File: src/rtl/mem_region_router_if.sv
// mem_region_router_if: CPU request port and slave access port of the region router.
interface mem_region_router_if #(
  parameter int N_REG = 4,
  parameter int ADDR_W = 32,
  parameter int DATA_W = 32
);
  logic cpu_req;
  logic cpu_we;
  logic [ADDR_W-1:0] cpu_addr;
  logic [DATA_W-1:0] cpu_wdata;
  logic [DATA_W-1:0] cpu_rdata;
  logic cpu_stall;
  logic [N_REG-1:0] slv_sel;
  logic slv_we;
  logic [ADDR_W-1:0] slv_addr;
  logic [DATA_W-1:0] slv_wdata;
  logic [N_REG*DATA_W-1:0] slv_rdata;
  logic [N_REG-1:0] slv_ready;
  modport master (
    output cpu_req, cpu_we, cpu_addr, cpu_wdata, slv_rdata, slv_ready,
    input cpu_rdata, cpu_stall, slv_sel, slv_we, slv_addr, slv_wdata
  );
  modport slave (
    input cpu_req, cpu_we, cpu_addr, cpu_wdata, slv_rdata, slv_ready,
    output cpu_rdata, cpu_stall, slv_sel, slv_we, slv_addr, slv_wdata
  );
endinterface

File: src/rtl/mem_region_router.sv
// mem_region_router: decodes CPU/loader addresses onto N_REG slave regions with timeout and sticky error capture.
module mem_region_router #(
  parameter int N_REG = 4,
  parameter int ADDR_W = 32,
  parameter int DATA_W = 32,
  parameter logic [N_REG*ADDR_W-1:0] REG_BASE = {32'hFFFF_0000, 32'h7000_0000, 32'h1001_0000, 32'h0040_0000},
  parameter logic [N_REG*ADDR_W-1:0] REG_LAST = {32'hFFFF_0080, 32'h7FFF_EFFC, 32'h6FFF_FFFF, 32'h0040_FFFF},
  parameter int TIMEOUT = 15
) (
  input  logic clk,
  input  logic rst_n,
  input  logic work_trig,
  input  logic load_trig,
  input  logic ld_wen,
  input  logic [ADDR_W-1:0] ld_addr,
  input  logic [DATA_W-1:0] ld_wdata,
  input  logic err_clr,
  output logic mode,
  output logic bus_err,
  output logic [ADDR_W-1:0] err_addr,
  mem_region_router_if.slave bus
);
  localparam int IW = N_REG > 1 ? $clog2(N_REG) : 1;
  typedef enum logic [1:0] {IDLE, ACCESS, DONE} state_t;
  state_t state, nxt;
  logic [IW-1:0] idx, c_idx, l_idx;
  logic [ADDR_W-1:0] addr, off, c_off, l_off, err_a;
  logic [DATA_W-1:0] wdata, rdata, rd;
  logic [N_REG-1:0] oh;
  logic [7:0] cnt;
  logic we, ld_pulse, c_hit, l_hit, rdy, start, err_ev, ld_ok, to_load;
  // Scanning from the top index down lets the lowest matching region overwrite the result.
  function automatic logic [IW+ADDR_W:0] decode(input logic [ADDR_W-1:0] a);
    logic [IW+ADDR_W:0] r;
    r = '0;
    for (int i = N_REG - 1; i >= 0; i--)
      if (a >= REG_BASE[i*ADDR_W +: ADDR_W] && a <= REG_LAST[i*ADDR_W +: ADDR_W])
        r = {1'b1, IW'(i), a - REG_BASE[i*ADDR_W +: ADDR_W]};
    return r;
  endfunction
  assign {c_hit, c_idx, c_off} = decode(bus.cpu_addr);
  assign {l_hit, l_idx, l_off} = decode(ld_addr);
  always_comb begin
    rdy = 1'b0;
    rd = '0;
    oh = '0;
    for (int i = 0; i < N_REG; i++)
      if (idx == IW'(i)) begin
        rdy = bus.slv_ready[i];
        rd = bus.slv_rdata[i*DATA_W +: DATA_W];
        oh[i] = 1'b1;
      end
  end
  assign to_load = load_trig & ~work_trig;
  assign ld_ok = ~mode & ld_wen & l_hit;
  always_comb begin
    nxt = state;
    start = 1'b0;
    err_ev = 1'b0;
    err_a = bus.cpu_addr;
    case (state)
      IDLE:
        if (mode && bus.cpu_req && !to_load) begin
          nxt = c_hit ? ACCESS : DONE;
          start = c_hit;
          err_ev = ~c_hit;
        end else if (!mode && ld_wen && !l_hit) begin
          err_ev = 1'b1;
          err_a = ld_addr;
        end
      ACCESS:
        if (rdy) nxt = DONE;
        else if (cnt == 8'(TIMEOUT - 1)) begin
          nxt = DONE;
          err_ev = 1'b1;
          err_a = addr;
        end
      default: nxt = IDLE;
    endcase
  end
  always_ff @(posedge clk or negedge rst_n)
    if (!rst_n) state <= IDLE;
    else state <= nxt;
  always_ff @(posedge clk or negedge rst_n)
    if (!rst_n) begin
      mode <= 1'b1;
      cnt <= '0;
      idx <= '0;
      addr <= '0;
      off <= '0;
      we <= 1'b0;
      wdata <= '0;
      rdata <= '0;
      ld_pulse <= 1'b0;
      bus_err <= 1'b0;
      err_addr <= '0;
    end else begin
      mode <= (state == IDLE && (work_trig || load_trig)) ? work_trig : mode;
      cnt <= (state == ACCESS) ? cnt + 8'd1 : 8'd0;
      ld_pulse <= ld_ok;
      if (start) begin
        idx <= c_idx;
        addr <= bus.cpu_addr;
        off <= c_off;
        we <= bus.cpu_we;
        wdata <= bus.cpu_wdata;
      end else if (ld_ok) begin
        idx <= l_idx;
        addr <= ld_addr;
        off <= l_off;
        we <= 1'b1;
        wdata <= ld_wdata;
      end
      if (state == ACCESS && rdy && !we) rdata <= rd;
      else if (err_ev && mode) rdata <= '0;
      if (err_ev && (!bus_err || err_clr)) begin
        bus_err <= 1'b1;
        err_addr <= err_a;
      end else if (err_clr) bus_err <= 1'b0;
    end
  assign bus.cpu_stall = ~mode | (state == IDLE & bus.cpu_req) | (state == ACCESS);
  assign bus.cpu_rdata = rdata;
  assign bus.slv_sel = (state == ACCESS || ld_pulse) ? oh : '0;
  assign bus.slv_we = we;
  assign bus.slv_addr = off;
  assign bus.slv_wdata = wdata;
endmodule

File: src/flat_wrapper.sv
// flat-port wrapper written by rule: the top's interface ports become plain ports
module mem_region_router_flat 
#(
  parameter int N_REG = 4,
  parameter int ADDR_W = 32,
  parameter int DATA_W = 32,
  parameter logic [N_REG*ADDR_W-1:0] REG_BASE = {32'hFFFF_0000, 32'h7000_0000, 32'h1001_0000, 32'h0040_0000},
  parameter logic [N_REG*ADDR_W-1:0] REG_LAST = {32'hFFFF_0080, 32'h7FFF_EFFC, 32'h6FFF_FFFF, 32'h0040_FFFF},
  parameter int TIMEOUT = 15
)
  (clk, rst_n, work_trig, load_trig, ld_wen, ld_addr, ld_wdata, err_clr, mode, bus_err, err_addr, bus_cpu_req, bus_cpu_we, bus_cpu_addr, bus_cpu_wdata, bus_slv_rdata, bus_slv_ready, bus_cpu_rdata, bus_cpu_stall, bus_slv_sel, bus_slv_we, bus_slv_addr, bus_slv_wdata);
  mem_region_router_if #(.N_REG(N_REG), .ADDR_W(ADDR_W), .DATA_W(DATA_W)) bus_i ();
  input  logic clk;
  input  logic rst_n;
  input  logic work_trig;
  input  logic load_trig;
  input  logic ld_wen;
  input  logic [ADDR_W-1:0] ld_addr;
  input  logic [DATA_W-1:0] ld_wdata;
  input  logic err_clr;
  output logic mode;
  output logic bus_err;
  output logic [ADDR_W-1:0] err_addr;
  input wire logic [$bits(bus_i.cpu_req)-1:0] bus_cpu_req;
  input wire logic [$bits(bus_i.cpu_we)-1:0] bus_cpu_we;
  input wire logic [$bits(bus_i.cpu_addr)-1:0] bus_cpu_addr;
  input wire logic [$bits(bus_i.cpu_wdata)-1:0] bus_cpu_wdata;
  input wire logic [$bits(bus_i.slv_rdata)-1:0] bus_slv_rdata;
  input wire logic [$bits(bus_i.slv_ready)-1:0] bus_slv_ready;
  output wire logic [$bits(bus_i.cpu_rdata)-1:0] bus_cpu_rdata;
  output wire logic [$bits(bus_i.cpu_stall)-1:0] bus_cpu_stall;
  output wire logic [$bits(bus_i.slv_sel)-1:0] bus_slv_sel;
  output wire logic [$bits(bus_i.slv_we)-1:0] bus_slv_we;
  output wire logic [$bits(bus_i.slv_addr)-1:0] bus_slv_addr;
  output wire logic [$bits(bus_i.slv_wdata)-1:0] bus_slv_wdata;
  assign bus_i.cpu_req = bus_cpu_req;
  assign bus_i.cpu_we = bus_cpu_we;
  assign bus_i.cpu_addr = bus_cpu_addr;
  assign bus_i.cpu_wdata = bus_cpu_wdata;
  assign bus_i.slv_rdata = bus_slv_rdata;
  assign bus_i.slv_ready = bus_slv_ready;
  assign bus_cpu_rdata = bus_i.cpu_rdata;
  assign bus_cpu_stall = bus_i.cpu_stall;
  assign bus_slv_sel = bus_i.slv_sel;
  assign bus_slv_we = bus_i.slv_we;
  assign bus_slv_addr = bus_i.slv_addr;
  assign bus_slv_wdata = bus_i.slv_wdata;
  mem_region_router #(.N_REG(N_REG), .ADDR_W(ADDR_W), .DATA_W(DATA_W), .REG_BASE(REG_BASE), .REG_LAST(REG_LAST), .TIMEOUT(TIMEOUT)) u_core (.clk(clk), .rst_n(rst_n), .work_trig(work_trig), .load_trig(load_trig), .ld_wen(ld_wen), .ld_addr(ld_addr), .ld_wdata(ld_wdata), .err_clr(err_clr), .mode(mode), .bus_err(bus_err), .err_addr(err_addr), .bus(bus_i));
endmodule
File: config.mk
export PLATFORM = sky130hd
export DESIGN_NAME = mem_region_router_flat
export DESIGN_NICKNAME = d
export VERILOG_FILES = /design/src/rtl/mem_region_router_if.sv /design/src/rtl/mem_region_router.sv /design/src/flat_wrapper.sv
export SDC_FILE = /design/constraint.sdc
export NUM_CORES = 1
export LEC_CHECK = 0
export BUFFER_PORTS_ARGS = -buffer_cell sky130_fd_sc_hd__clkbuf_2
export CORE_MARGIN = 1.5
export CORE_UTILIZATION = 47
export CTS_BUF_LIST = sky130_fd_sc_hd__clkbuf_2
export DETAILED_ROUTE_END_ITERATION = 10
export MAX_ROUTING_LAYER = met4
export PLACE_DENSITY = 0.8
export SKIP_LAST_GASP = 1
export SLEW_MARGIN = 5
export SYNTH_ARGS = -nofsm -noshare
export SYNTH_HDL_FRONTEND = slang
export SYNTH_SLANG_ARGS = --single-unit
File: constraint.sdc
create_clock -name clk -period 2.91 [get_ports clk]
set_input_delay 0.4365 -clock clk [delete_from_list [all_inputs] [get_ports clk]]
set_output_delay 0.4365 -clock clk [all_outputs]
set_load 0.005 [all_outputs]
==> results.toml, run 1 <==
[run_status]
status = "complete, no violations"

[cells_and_area]
drive_above_1_share = 0.417
seq_area_mm2 = 0.00441
fill_cells = 1600
syn_to_final_growth_pct = 51.7
nets = 2098
final_common_cell = "clkbuf_2"
design_area_mm2 = 0.0165
final_cell_mix = "clkbuf_2 (420), buf_4 (194), dfrtp_1 (174)"
multi_input_area_mm2 = 0.00616

[routing]
drtIter0Drc = 1372
wl_per_cell_um = 23.9
routed-via-count = 13000
viasPerCell = 6.15
drc_errors = 0
ant_nets = 0
drtPass1Iterations = 6
wirelength_um = 50500

[sta]
clock_skew_ps = 81.8
rsz0062_at_grt = "false"
timing.slew.headroom = 0.538
tns_ps = 0
max_slew.worst_pin.slew_ps = 688
hold_violations = 0
fin_hold_ws_ps = 36.6
maxClockFrequency_ghz = 0.347
setup_viol = 0
period_minus_slack_ps = 2880
post-route-period-util = 0.989
slew_viol_final = 0

[floorplan]
ios = 404
dieArea_mm2 = 0.0241
dieWidth_um = 155
coreArea_mm2 = 0.0227
start_util = 0.480
die_h_um = 155
rows = 55

[power_and_ir_drop]
peakVddDrop_mv = 0.399
leakage_nw = 8.25
finalPower_mw = 11.0
power_density_mw_per_mm2 = 668

[global_routing]
grt_start_max_net_pins = 64
grt_usage = 0.430
grt_pass1_wl_um = 75800
antenna_found_initial = 11
grt_pass1_vias = 13200
grt-ovfl-total = 0

[place]
dpl_cell_area_mm2 = 0.0150
gp_congestion = 1.02
port_buffers = 403
hpwl_um = 34800

[clocking]
clock-root-buffer = "clkbuf_2"
cts_buffers = 17
htree_num_levels = 4
cts_buffer_depth = 2
cts.sinks = 176
clk_pin_slew_worst_paths_ps = 340
cts_tree = "done"
clkLatencyLatePin_ps = 830

[logic_synthesis]
ys_warn_count = 0
synth_nets = 1426
yosysSeqAreaShare = 0.404
ys_seq_elements = 176
synthFlopType = "dfrtp_1"
synth_area_per_cell_um2 = 9.63
synth_fa_ha_area_frac = 0.0298
async_flop_share = 1.00
yosys.area_share.simple = 0.161
yosysTopAreaCellShare = 0.402
syn_inst = 1132
synth-edff-count = 0
synth_compound_area_frac = 0.240
synthXorXnorAreaFrac = 0.00884
yosysTopAreaCell = "dfrtp_1"
netlist_area_mm2 = 0.0109
netlist_top_cells_area = "dfrtp_1 (40%), mux4_2 (6.8%), a22o_1 (6.5%)"
synth_top_family_by_area = "compound AO/OA/AOI/OAI gates"
synth_mux_area_frac = 0.102
synth.distinct_cells = 76

[worst_hold_path]
hp-class = "input port to flip-flop"

[critical_path]
crit_required_ps = 3630
worst_setup_path_start_kind = "input port"
cp_max_fo = 9
crit_type = "input port to flip-flop"
cp-end-kind = "flip-flop"
cp_data_arrival_time_ps = 3600

[job]
maxCapViolCount = 0
synthesized netlist by cell type, drive strengths merged, types with 5 or more instances:
cell    count
dfrtp     175
nand2     140
a22o       81
nor2       63
a21oi      61
clkbuf     55
inv        50
a21o       40
a22oi      40
buf        35
o21ai      35
mux2i      33
mux4       33
nand3      31
nor3       29
ha         26
nor4       18
nand4      15
o211ai     11
and3       10
o31ai      10
a211oi      9
nand2b      9
o22ai       8
a221o       7
a31oi       7
o221ai      7
or3         7
xnor2       7
and4        5
nor3b       5
cells by family (layout without fill, tap and decap cells):
kind of cell             after synthesis  in the layout
adder cells (fa/ha/maj)               26             26
other                                  0             14
multiplexers                          69             69
AND/OR/NAND/NOR                      359            359
XOR/XNOR                              11             11
buffers and inverters                140            825
flip-flops                           176            176
AO/OA/AOI/OAI                        351            351
state kept, by name, indices dropped and copies added, names as in the netlist:
register and count:
u_core.state 2, u_core.idx 2, u_core.ld_pulse 1, u_core.cnt 8
u_core.bus.cpu_rdata 32, u_core.bus.slv_addr 32, u_core.bus_err 1, u_core.bus.slv_wdata 32
u_core.err_addr 32, u_core.addr 32, u_core.bus.slv_we 1, u_core.mode 1
final timing paths:
path | slack, ps | cells after the start | endpoint | start
max | 30 | 13 | u_core.err_addr[25] | bus_cpu_addr[5]
min reg2reg | 510 | 1 | u_core.cnt[0] | u_core.cnt[0]
max in group asynchronous | 2030 | 3 | u_core.ld_pulse | rst_n
min | 40 | 3 | u_core.bus.cpu_rdata[15] | bus_slv_rdata[47]
max reg2reg | 290 | 7 | u_core.err_addr[25] | u_core.mode
min in group asynchronous | 100 | 2 | u_core.bus.slv_addr[14] | rst_n
routing by layer:
| metal | wire, um | vias to the layer above | GRT usage |
|---|---|---|---|
| met5 | 0 | - | - |
| met4 | 4340 | 0 | 0.326 |
| li1 | - | 5590 | - |
| met1 | 17800 | 6184 | 0.470 |
| met3 | 4620 | 275 | 0.112 |
| met2 | 23700 | 957 | 0.675 |
repair_timing:
| action | in CTS | in global routing |
|---|---|---|
| resized for setup | 0 | 6 |
| endpoints found under the setup margin | 0 | 111 |
| hold buffers | 125 | 0 |
| setup buffers | 0 | 0 |
| endpoints found under the hold margin | 153 | 0 |
area by class of cell:
cell class	count	area share
tap	285	0.0216
timing repair buffer	743	0.312
clock buffer	18	0.00545
multi-input combinational	816	0.372
inverter	50	0.0119
clock inverter	14	0.00863
antenna	14	0.00212
sequential	176	0.267
metrics by stage:
step                std cells  utilization  setup slack, ps
detailed placement       1945        0.660             -366
floorplan                1132            -             -278
global route             2114        0.728             4.08
finish                   2116        0.728             31.9
CTS                      2102        0.725             33.6
global placement         1945        0.660             -265
power breakdown:
part	switching (mW)	leakage, nW	internal [mW]
sequential	0.812	2.21	3.51
clock	1.04	0.143	0.280
combinational	2.66	5.90	2.73
worst max-delay path, cell delays in order:
cell	delay (ps)
dlygate4sd3_1	520
clkbuf_2	130
buf_4	130
nand4_1	130
o41ai_1	550
buf_4	210
a21boi_0	140
nor4b_2	300
buf_4	170
a211oi_4	60
a21oi_4	400
buf_12	210
mux2i_1	210
No activity file was read; power rests on OpenSTA's default activity.
==> run 2: changes to the inputs <==
==> constraint.sdc (replaced) <==
create_clock -name clk -period 2.91 [get_ports clk]
set_input_delay 0.582 -clock clk [delete_from_list [all_inputs] [get_ports clk]]
set_output_delay 0.582 -clock clk [all_outputs]
set_load 0.005 [all_outputs]
==> results.toml, run 2 (synthesis results as in run 1) <==
[power_and_ir_drop]
leakage_nw = 8.16
peakVddDrop_mv = 0.377
finalPower_mw = 10.8
power_density_mw_per_mm2 = 671

[global_routing]
grt_pass1_wl_um = 73000
grt_pass1_vias = 12600
grt_start_max_net_pins = 59
met3_usage = 0.0719
antenna_found_initial = 11
grt_usage = 0.414
grt-ovfl-total = 0
met1_usage = 0.481
use_met2 = 0.663
grt-busiest-layer = "met2"

[cells_and_area]
fin_util = 0.711
final_common_cell = "clkbuf_2"
final_cell_mix = "clkbuf_2 (419), buf_4 (221), dfrtp_1 (174)"
syn_to_final_growth_pct = 48.2
nets = 2063
drive_above_1_share = 0.442

[critical_path]
crit_type = "input port to flip-flop"
crit_required_ps = 3710
reg2reg_depth = 9
cp_num_buf_inv = 6
r2r_end = "u_core.bus.slv_wdata[23]"
worstSetupStartpoint = "ld_addr[17]"
cp_data_arrival_time_ps = 3730
cp_max_fo = 11
cpPeakStageDelay_ps = 590
cp-end-kind = "flip-flop"
r2r_slack_ps = 40
worst_setup_path_start_kind = "input port"
critPathSlowestCell = "dlygate4sd3_1"
crit_end = "u_core.bus.slv_wdata[23]"
critPathTopFamily = "buffers and inverters"
worstPathCellList = "clkbuf_2, inv_1, ha_4, or3b_4, or3_4, a2111oi_4, o21ai_2, a31o_2, clkinv_2, buf_8, buf_12, a22oi_2, dlygate4sd3_1, nand2_1"
cp.depth = 14
r2r-start = "u_core.mode"

[sta]
rsz0062_at_grt = "true"
clock_skew_ps = 87.4
post-route-period-util = 1.01
timing.slew.headroom = 0.592
maxClockFrequency_ghz = 0.342
period_minus_slack_ps = 2930
slew_viol_final = 0
setup_viol = 1
max_slew.worst_pin.slew_ps = 606
fin_hold_ws_ps = 15.3
fin_ws_ps = -17.2
tns_ps = -17.2
hold_violations = 0

[job]
maxCapViolCount = 0

[place]
gp_congestion = 1.00
hpwl_um = 35800
port_buffers = 403
pre_cts_ws_ps = -516

[clocking]
clock-root-buffer = "clkbuf_2"
clk_pin_slew_worst_paths_ps = 340
htree_num_levels = 4
cts_buffer_depth = 2
cts_buffers = 17
clkLatencyLatePin_ps = 850
cts.sinks = 176
cts_tree = "done"

[routing]
wirelength_um = 49700
drtPass1Iterations = 6
drc_errors = 0
viasPerCell = 6.14
drtIter0Drc = 1433
routed-via-count = 12800
ant_nets = 0
wl_per_cell_um = 23.9

[floorplan]
start_util = 0.480
dieWidth_um = 155
rows = 55
ios = 404
dieArea_mm2 = 0.0241
die_h_um = 155
coreArea_mm2 = 0.0227

[run_status]
failed_checks = "setup timing"
status = "complete, but fails checks"

[worst_hold_path]
hp-class = "input port to flip-flop"
==> run 2: what timing repair did <==
item,in CTS,in global routing
gates resized for setup,0,21
hold buffers,65,2
setup buffers,0,4
setup endpoints to repair,0,9
hold endpoints to repair,87,2
==> run 2: per-layer routing <==
layer | share of wire | vias up
li1 | - | 5516
met1 | 0.36 | 6130
met2 | 0.48 | 901
met3 | 0.088 | 215
met4 | 0.070 | 0
met5 | 0 | -
==> run 2: tightest hold or removal path: cells and delay by family <==
family	cells	cell delay [ps]
compound gates	1	90
simple gates	1	70
buf+inv	1	100
==> run 2: how the worst min path moves through the flow <==
stage / start / cells past startpoint / slack [ps] / to
floorplan: rst_n / 0 / 290 / u_core.addr[0]
global placement: u_core.bus.slv_wdata[3] / 2 / 450 / u_core.bus.slv_wdata[3]
detailed placement: u_core.bus.slv_wdata[13] / 2 / 460 / u_core.bus.slv_wdata[13]
CTS: ld_wdata[16] / 3 / 4 / u_core.bus.slv_wdata[16]
global route: work_trig / 2 / 3 / u_core.mode
finish: ld_wdata[28] / 3 / 20 / u_core.bus.slv_wdata[28]
==> run 2: cell type report <==
class                   instances  area, um^2
clock buffers                  17        85.1
clock inverters                15         164
diodes                         13        32.5
flip-flops and latches        176        4410
fillers                      1743        6550
well taps                     285         357
multi-input cells             816        6230
repair buffers                708        4680
inverters                      50         196
==> run 2: through the flow <==
| step | cell area, um^2 | cells |
|---|---|---|
| after floorplan | 11300 | 1132 |
| after global placement | 15100 | 1964 |
| after detailed placement | 15100 | 1964 |
| after CTS | 16000 | 2061 |
| after global routing | 16200 | 2078 |
| final | 16200 | 2080 |
==> run 2: power breakdown <==
group          internal (mW)  switching (mW)  total (mW)  leakage [nW]
combinational           2.55            2.61        5.15          5.80
sequential              3.51           0.785        4.30          2.21
clock                  0.298            1.09        1.39         0.151
total                   6.35            4.48        10.8          8.16
==> run 3: changes to the inputs <==
- CTS_BUF_LIST: sky130_fd_sc_hd__clkbuf_2 -> sky130_fd_sc_hd__clkbuf_2 sky130_fd_sc_hd__clkbuf_4 sky130_fd_sc_hd__clkbuf_8
==> results.toml, run 3 (synthesis results as in run 1) <==
[run_status]
status = "complete, no violations"

[cells_and_area]
fill_cells = 1859
syn_to_final_growth_pct = 43.2
final_cell_mix = "clkbuf_2 (402), buf_4 (220), dfrtp_1 (174)"
final_common_cell = "clkbuf_2"
seq_area_mm2 = 0.00441
multi_input_area_mm2 = 0.00623
nets = 1994
drive_above_1_share = 0.461

[routing]
viasPerCell = 6.03
route.met3.wl_um = 3330
wl_met2_um = 21500
routed-via-count = 12100
drtIter0Drc = 1154
wirelength_um = 45300
ant_nets = 0
top_layer = "met4"
wl_per_cell_um = 22.6
drc_errors = 0
wl_met1_um = 17400
drtPass1Iterations = 6

[critical_path]
cp_max_fo = 16
crit_required_ps = 3300
worst_setup_path_start_kind = "input port"
crit_type = "input port to flip-flop"
cp_data_arrival_time_ps = 3290
cp-end-kind = "flip-flop"

[clocking]
cts.sinks = 176
clk_pin_slew_worst_paths_ps = 120
cts_hold_buf = 0
clkLatencyLatePin_ps = 480
clock-root-buffer = "clkbuf_8"
cts_buffer_depth = 2
cts_tree = "done"
htree_num_levels = 4
cts_buffers = 17

[sta]
post-route-period-util = 0.997
timing.slew.headroom = 0.542
fin_hold_ws_ps = 32.8
setup_viol = 0
max_slew.worst_pin.slew_ps = 682
clock_skew_ps = 19.7
maxClockFrequency_ghz = 0.345
tns_ps = 0
hold_violations = 0
period_minus_slack_ps = 2900
slew_viol_final = 0
rsz0062_at_grt = "true"

[job]
maxCapViolCount = 0

[place]
port_buffers = 403
hpwl_um = 35800
gp_congestion = 1.00

[power_and_ir_drop]
seqPwrFrac = 0.387
p_switching_mw = 4.31
pwr-share-clk = 0.162
leakage_nw = 7.94
p_int_mw = 6.69
power_density_mw_per_mm2 = 705
peakVddDrop_mv = 0.401
swShare = 0.392
combinationalPowerShare = 0.451

[worst_hold_path]
hp-class = "input port to async pin"

[global_routing]
grt_pass1_wl_um = 67700
grt_start_max_net_pins = 59
antenna_found_initial = 10
grt_pass1_vias = 11900
grt-ovfl-total = 0
grt_usage = 0.381

[floorplan]
coreArea_mm2 = 0.0227
ios = 404
rows = 55
dieWidth_um = 155
dieArea_mm2 = 0.0241
die_h_um = 155
start_util = 0.480
[run 3: stage by stage]
stage	utilization	power [mW]	cells	worst slack (ps)	cell area, um^2
global route	0.687	11.6	2009	-59.6	15600
global placement	0.663	8.96	1964	-463	15100
floorplan	-	6.81	1132	-423	11300
finish	0.687	11.0	2009	7.54	15600
CTS	0.681	10.9	1996	29.2	15500
detailed placement	0.663	9.12	1964	-516	15100
[run 3: power groups by stage]
stage          logic (mW)  registers (mW)  clock network [mW]
2_1_floorplan        2.66            4.16                   0
3_3_place_gp         4.71            4.24                   0
3_5_place_dp         4.87            4.25                   0
4_1_cts              4.89            4.22                1.80
5_1_grt              5.33            4.35                1.91
6_report             4.96            4.25                1.79
[run 3: cell type report]
type,count,area share
sequential,176,0.282
antenna,11,0.00176
inverter,50,0.0126
clock inverter,14,0.0103
multi-input combinational,816,0.399
clock buffer,18,0.0159
timing repair buffer,639,0.255
tap,285,0.0229
[run 3: repair_timing]
item / CTS / global route
gates resized for setup: 5 / 14
setup endpoints to repair: 3 / 126
pin swaps: 2 / 1
buffers inserted: 0 / 2
[run 3: worst max-delay path, cell delays in order]
cell and delay [ps]:
clkbuf_2 130, inv_8 70, ha_4 110, or3b_4 370, or3_4 400, a2111oi_4 360, o21ai_2 140, a31o_2 290
clkinv_2 110, buf_4 260, buf_4 150, o21ai_1 90, o22ai_1 200
[run 3: per-layer routing]
metal,vias to the layer above,GRT usage
met1,5853,0.459
met2,705,0.606
met5,-,-
met4,0,0.226
met3,161,0.0604
li1,5389,-
[run 3: final timing paths]
| check | slack, ps | depth (start not counted) | from | to |
|---|---|---|---|---|
| hold / removal | 30 | 1 | rst_n | u_core.bus.cpu_rdata[16] |
| min in group clk | 310 | 3 | bus_cpu_wdata[25] | u_core.bus.slv_wdata[25] |
| max in group asynchronous | 2100 | 2 | rst_n | u_core.err_addr[7] |
| hold reg to reg | 480 | 2 | u_core.bus.slv_wdata[9] | u_core.bus.slv_wdata[9] |
| setup / recovery | 8 | 13 | ld_addr[16] | u_core.bus.slv_addr[20] |
| setup reg to reg | 440 | 8 | u_core.mode | u_core.err_addr[6] |
